<file path="src/rtl/simon_playback_ctrl.sv">
// Simon Says pattern playback: fetches one colour per step from pattern RAM
// and drives the LED decoder with ON/OFF timing, pulsing done at the end.
module simon_playback_ctrl #(
    parameter int unsigned ADDR_W     = 5,
    parameter int unsigned ON_CYCLES  = 25000000,
    parameter int unsigned OFF_CYCLES = 12500000,
    parameter int unsigned CNT_W      = 25
) (
    input  logic              clk,
    input  logic              rst,
    input  logic              start,
    input  logic              abort,
    input  logic [ADDR_W:0]   seq_len,
    output logic              rd_en,
    output logic [ADDR_W-1:0] rd_addr,
    input  logic [1:0]        pat_data,
    output logic [1:0]        led_idx,
    output logic              led_en,
    output logic              busy,
    output logic              done
);

    localparam int unsigned LEN_W   = ADDR_W + 1;
    localparam int unsigned MAX_LEN = 2 ** ADDR_W;

    typedef enum logic [2:0] {
        S_IDLE,
        S_FETCH,
        S_LATCH,
        S_ON,
        S_GAP,
        S_DONE
    } state_t;

    state_t              state, state_nxt;
    logic [ADDR_W-1:0]   step, step_nxt;
    logic [LEN_W-1:0]    len, len_nxt;
    logic [CNT_W-1:0]    timer, timer_nxt;
    logic                rd_en_nxt;
    logic [ADDR_W-1:0]   rd_addr_nxt;
    logic [1:0]          led_idx_nxt;
    logic                led_en_nxt;
    logic                busy_nxt;
    logic                done_nxt;

    // State, counters and registered outputs
    always_ff @(posedge clk) begin
        if (rst) begin
            state   <= S_IDLE;
            step    <= '0;
            len     <= '0;
            timer   <= '0;
            rd_en   <= 1'b0;
            rd_addr <= '0;
            led_idx <= '0;
            led_en  <= 1'b0;
            busy    <= 1'b0;
            done    <= 1'b0;
        end else begin
            state   <= state_nxt;
            step    <= step_nxt;
            len     <= len_nxt;
            timer   <= timer_nxt;
            rd_en   <= rd_en_nxt;
            rd_addr <= rd_addr_nxt;
            led_idx <= led_idx_nxt;
            led_en  <= led_en_nxt;
            busy    <= busy_nxt;
            done    <= done_nxt;
        end
    end

    // Next-state logic; outputs are decoded from the next state so they register in step
    always_comb begin
        state_nxt   = state;
        step_nxt    = step;
        len_nxt     = len;
        timer_nxt   = timer;
        led_idx_nxt = led_idx;

        unique case (state)
            S_IDLE: begin
                if (start) begin
                    if (seq_len != '0) begin
                        len_nxt   = (seq_len > LEN_W'(MAX_LEN)) ? LEN_W'(MAX_LEN) : seq_len;
                        step_nxt  = '0;
                        state_nxt = S_FETCH;
                    end else begin
                        state_nxt = S_DONE;
                    end
                end
            end
            S_FETCH: state_nxt = S_LATCH;
            S_LATCH: begin
                led_idx_nxt = pat_data;
                timer_nxt   = CNT_W'(ON_CYCLES - 1);
                state_nxt   = S_ON;
            end
            S_ON: begin
                if (timer == '0) begin
                    timer_nxt = CNT_W'(OFF_CYCLES - 1);
                    state_nxt = S_GAP;
                end else begin
                    timer_nxt = timer - CNT_W'(1);
                end
            end
            S_GAP: begin
                if (timer == '0) begin
                    if (LEN_W'(step) == len - LEN_W'(1)) begin
                        state_nxt = S_DONE;
                    end else begin
                        step_nxt  = step + ADDR_W'(1);
                        state_nxt = S_FETCH;
                    end
                end else begin
                    timer_nxt = timer - CNT_W'(1);
                end
            end
            S_DONE:  state_nxt = S_IDLE;
            default: state_nxt = S_IDLE;
        endcase

        // Abort drops straight to idle without a done pulse; the LED colour is left as-is
        if (abort) begin
            state_nxt   = S_IDLE;
            led_idx_nxt = led_idx;
        end

        rd_en_nxt   = (state_nxt == S_FETCH);
        rd_addr_nxt = (state_nxt == S_FETCH) ? step_nxt : rd_addr;
        led_en_nxt  = (state_nxt == S_ON);
        busy_nxt    = (state_nxt == S_FETCH) || (state_nxt == S_LATCH) ||
                      (state_nxt == S_ON)    || (state_nxt == S_GAP);
        done_nxt    = (state_nxt == S_DONE);
    end

endmodule

</file>
<file path="config.mk">
export PLATFORM = sky130hd
export DESIGN_NAME = simon_playback_ctrl
export DESIGN_NICKNAME = d
export VERILOG_FILES = /design/src/rtl/simon_playback_ctrl.sv
export SDC_FILE = /design/constraint.sdc
export NUM_CORES = 1
export LEC_CHECK = 0
export ABC_CLOCK_PERIOD_IN_PS = 3600
export CORE_UTILIZATION = 55
export DETAILED_ROUTE_END_ITERATION = 7
export GPL_TIMING_DRIVEN = 0
export PLACE_DENSITY_LB_ADDON = 0.12
export RECOVER_POWER = 25
export SLEW_MARGIN = 20
export SYNTH_ARGS = -nofsm -noshare
export SYNTH_HDL_FRONTEND = slang
export SYNTH_SLANG_ARGS = --single-unit
</file>
<file path="constraint.sdc">
create_clock -name clk -period 3.6 [get_ports clk]
set_input_delay 0.72 -clock clk [delete_from_list [all_inputs] [get_ports clk]]
set_output_delay 0.72 -clock clk [all_outputs]
set_load 0.05 [all_outputs]
</file>
==> reports/metrics.cfg <==
[detailed_routing]
viasPerCell = 5.98
drt_drc_violations_left = 0
vias = 2529
wl_um = 6390
dr.pass1.iters = 4
ant_nets = 0
wl_per_cell_um = 15.1
drtIter0Drc = 144

[pwr]
p_leak_nw = 1.20
swShare_pct = 30.3
combinationalPowerShare_pct = 23.7
pwr-share-clk_pct = 30.0
switching_power_uw = 391
intPower_uw = 899
seqPwrFrac_pct = 46.3
p_per_area_mw_per_mm2 = 399
peakVddDrop_uv = 192

[timing]
worstMarginPinSlew_ns = 0.870
setup_tns_ns = 0
fin_crit_ns = 2.82
rsz0062_at_grt = false
setup_ws_ns = 0.778
post-route-period-util_pct = 78.4
setup_viol = 0
fmax_ghz = 0.354
drv_slew = 0
timing.final.hold_violations = 0
hold_ws_ns = 0.490
relSlewSlack_pct = 41.6
fin_skew_ns = 0.00362

[clock_network]
cts_buffers = 5
post-cts-setup-buffer-count = 0
cts.clk_slew.worst_paths_ns = 0.09
insertion_delay_ns = 0.30
cts-root-buf = clkbuf_8
cts_resized = 0
hold_buffers = 0
cts.sinks = 50
cts_tree = done
cts_buffer_depth = 2
h-tree-depth = 2

[critical_path]
r2r-start = timer[0]
r2r_end = timer[21]
crit_start = seq_len[0]
rrSetupSlack_ns = 1.10
endpoint = rd_addr[0]
endpoint_kind = register
cp-start-kind = primary input
required_ns = 3.83
crit_type = primary input to register
crit_buf_inv = 2
rr_worst_depth = 9
cpMaxStageDelayCell = or4_1
cp_top_family = simple AND/OR/NAND/NOR gates
critPathArrivalTime_ns = 3.05
path_cells = clkdlybuf4s50_1 -> or4_1 -> nor4_1 -> nor2_1 -> o2111a_1 -> or2_1 -> buf_4 -> a211oi_2
cp_max_fo = 6
cp.depth = 8
max_stage_delay_ns = 0.56

[floorplanning]
die_h_um = 73.7
die_width_um = 73.7
core_area_mm2 = 0.00485
dieArea_mm2 = 0.00543
rows = 25
start_util_pct = 58.3
io_pins = 23

[finish]
nets = 371
n_fill_cell = 418
drive_above_1_share_pct = 10.4
regArea_mm2 = 0.00100
syn_to_final_growth_pct = 14.2
multiInputGateArea_mm2 = 0.00173
utilization_pct = 66.7
antenna_cells = 0
final_cell_area_mm2 = 0.00323

[placement]
pre_cts_ws_ns = 0.501
place.gp.congestion = 0.937
dp_hpwl_um = 4770
io_buffer_count = 21
placed_area_mm2 = 0.00312

[synth]
async_flop_share_pct = 0
synth_edf_count = 0
synth_warnings = 0
syn_area_per_cell_um2 = 8.65
synth_seq_cells = 50
synth.distinct_cells = 65
synth-main-ff-cell = dfxtp_1
syn_inst = 327
synth_area_mm2 = 0.00283
ys_seq_area_share_pct = 35.4
synth_nets = 343

[global_routing]
grt_pass1_vias = 2244
grt-ovfl-total = 0
grt_max_degree = 16
track_usage_pct = 26.0
antenna_found_initial = 0
grt_pass1_wl_um = 10900

[run_status]
run_status = complete, no violations

[job]
max_cap_viol_count = 0

[min_path]
holdCritPathClass = register to register

==> worst register-to-register path, delay by kind of cell, from the launching register on <==
| kind | cells | cell delay (ns) |
|---|---|---|
| buffers and inverters | 2 | 0.53 |
| XOR/XNOR | 1 | 0.18 |
| adder cells (fa/ha/maj) | 1 | 0.23 |
| flip-flops | 1 | 0.47 |
| AO/OA/AOI/OAI | 3 | 0.64 |
| AND/OR/NAND/NOR | 2 | 0.38 |
==> registers in the layout, indices dropped and copies added, names as in the netlist, 2 cells and up <==
signal / cells
state: 3
step: 5
len: 6
led_idx: 2
timer: 25
rd_addr: 5
==> logic make-up (layout without fill, tap and decap cells) <==
group,after synthesis,in the layout,share of synthesized area (%)
muxes,7,7,3.05
DFF,50,50,35.4
xor gates and xnor gates,19,19,5.88
AOI/OAI and AO/OA,97,97,24.7
buffers and inverters,23,52,3.32
adders and majority gates,4,4,1.77
and+or+nand+nor,127,127,25.9
==> area by class of cell <==
type / count / share of cell area, %
plain buffers: 14 / 1.86
clock inverters: 3 / 1.24
inverters: 9 / 1.05
repair buffers: 21 / 6.50
flip-flops and latches: 50 / 31.0
well taps: 67 / 2.59
multi-input cells: 254 / 53.7
clock buffers: 5 / 2.13
==> metal layers <==
layer / track usage [%] / up-vias / share of wire (%)
met5: 0 / - / 0
met4: 9.62 / 0 / 1.3
met3: 3.70 / 9 / 4.5
met2: 37.8 / 64 / 43
met1: 38.4 / 1178 / 51
li1: - / 1278 / -
==> Yosys cell counts, types with 2 or more instances <==
cell       number  area, um^2
and4_1          4        35.0
o2111ai_1       5        43.8
o21a_1          2        15.0
a211o_1         2        17.5
a31oi_1         2        12.5
o21ai_0        12        60.1
nor2b_1         3        18.8
and2_1          5        31.3
o211ai_1        9        67.6
inv_1           9        33.8
xnor2_1         9        78.8
a211oi_2        5        62.6
or3_1           4        25.0
a211oi_1        7        52.6
nor4_4          2        42.5
nor3_1         18        90.1
a21oi_1        32         160
mux2i_1         3        30.0
nand2b_1        3        18.8
xor2_1         10        87.6
mux2_4          3        45.0
o21ai_1         2        10.0
nor4b_1         2        17.5
nand3_1         7        35.0
buf_2           3        15.0
nor2_1         32         120
o22ai_1         2        12.5
ha_1            4        50.1
nand2_1        22        82.6
or4_1           2        15.0
or2_2           3        18.8
clkbuf_1       10        37.5
nand4_1         2        12.5
dfxtp_1        50        1000
and3_1          4        25.0
nor4_1          4        25.0
==> power by group through the flow <==
stage	logic, mW	clock network [mW]	registers (mW)
after detailed placement	0.302	0	0.611
after CTS	0.304	0.397	0.598
after global placement	0.301	0	0.610
final	0.305	0.387	0.598
after floorplan	0.212	0	0.624
after global routing	0.334	0.417	0.602
==> stage by stage <==
stage | power [mW] | std cells
6_report | 1.29 | 423
5_1_grt | 1.35 | 423
4_1_cts | 1.30 | 423
3_5_place_dp | 0.913 | 415
3_3_place_gp | 0.911 | 415
2_1_floorplan | 0.836 | 327
==> how the worst min path moves through the flow <==
stage	to	startpoint	depth (start not counted)
after global routing	len[1]	len[1]	2
after detailed placement	len[1]	len[1]	2
final	len[1]	len[1]	2
after floorplan	len[1]	len[1]	2
after global placement	len[1]	len[1]	2
after CTS	len[1]	len[1]	2
==> layout by cell type, fill, tap and decap left out, types with 3 or more instances in the layout <==
| master | count |
|---|---|
| a211oi_1 | 7 |
| a211oi_2 | 5 |
| a21oi_1 | 32 |
| and2_1 | 5 |
| and3_1 | 4 |
| and4_1 | 4 |
| buf_2 | 3 |
| clkbuf_1 | 10 |
| clkbuf_8 | 5 |
| clkdlybuf4s50_1 | 10 |
| dfxtp_1 | 50 |
| dlygate4sd3_1 | 11 |
| ha_1 | 4 |
| inv_1 | 9 |
| mux2_4 | 3 |
| mux2i_1 | 3 |
| nand2_1 | 22 |
| nand2b_1 | 3 |
| nand3_1 | 7 |
| nor2_1 | 32 |
| nor2b_1 | 3 |
| nor3_1 | 18 |
| nor4_1 | 4 |
| o2111ai_1 | 5 |
| o211ai_1 | 9 |
| o21ai_0 | 12 |
| or2_2 | 3 |
| or3_1 | 4 |
| xnor2_1 | 9 |
| xor2_1 | 10 |
Note: power is estimated with default switching activity, not from simulation.
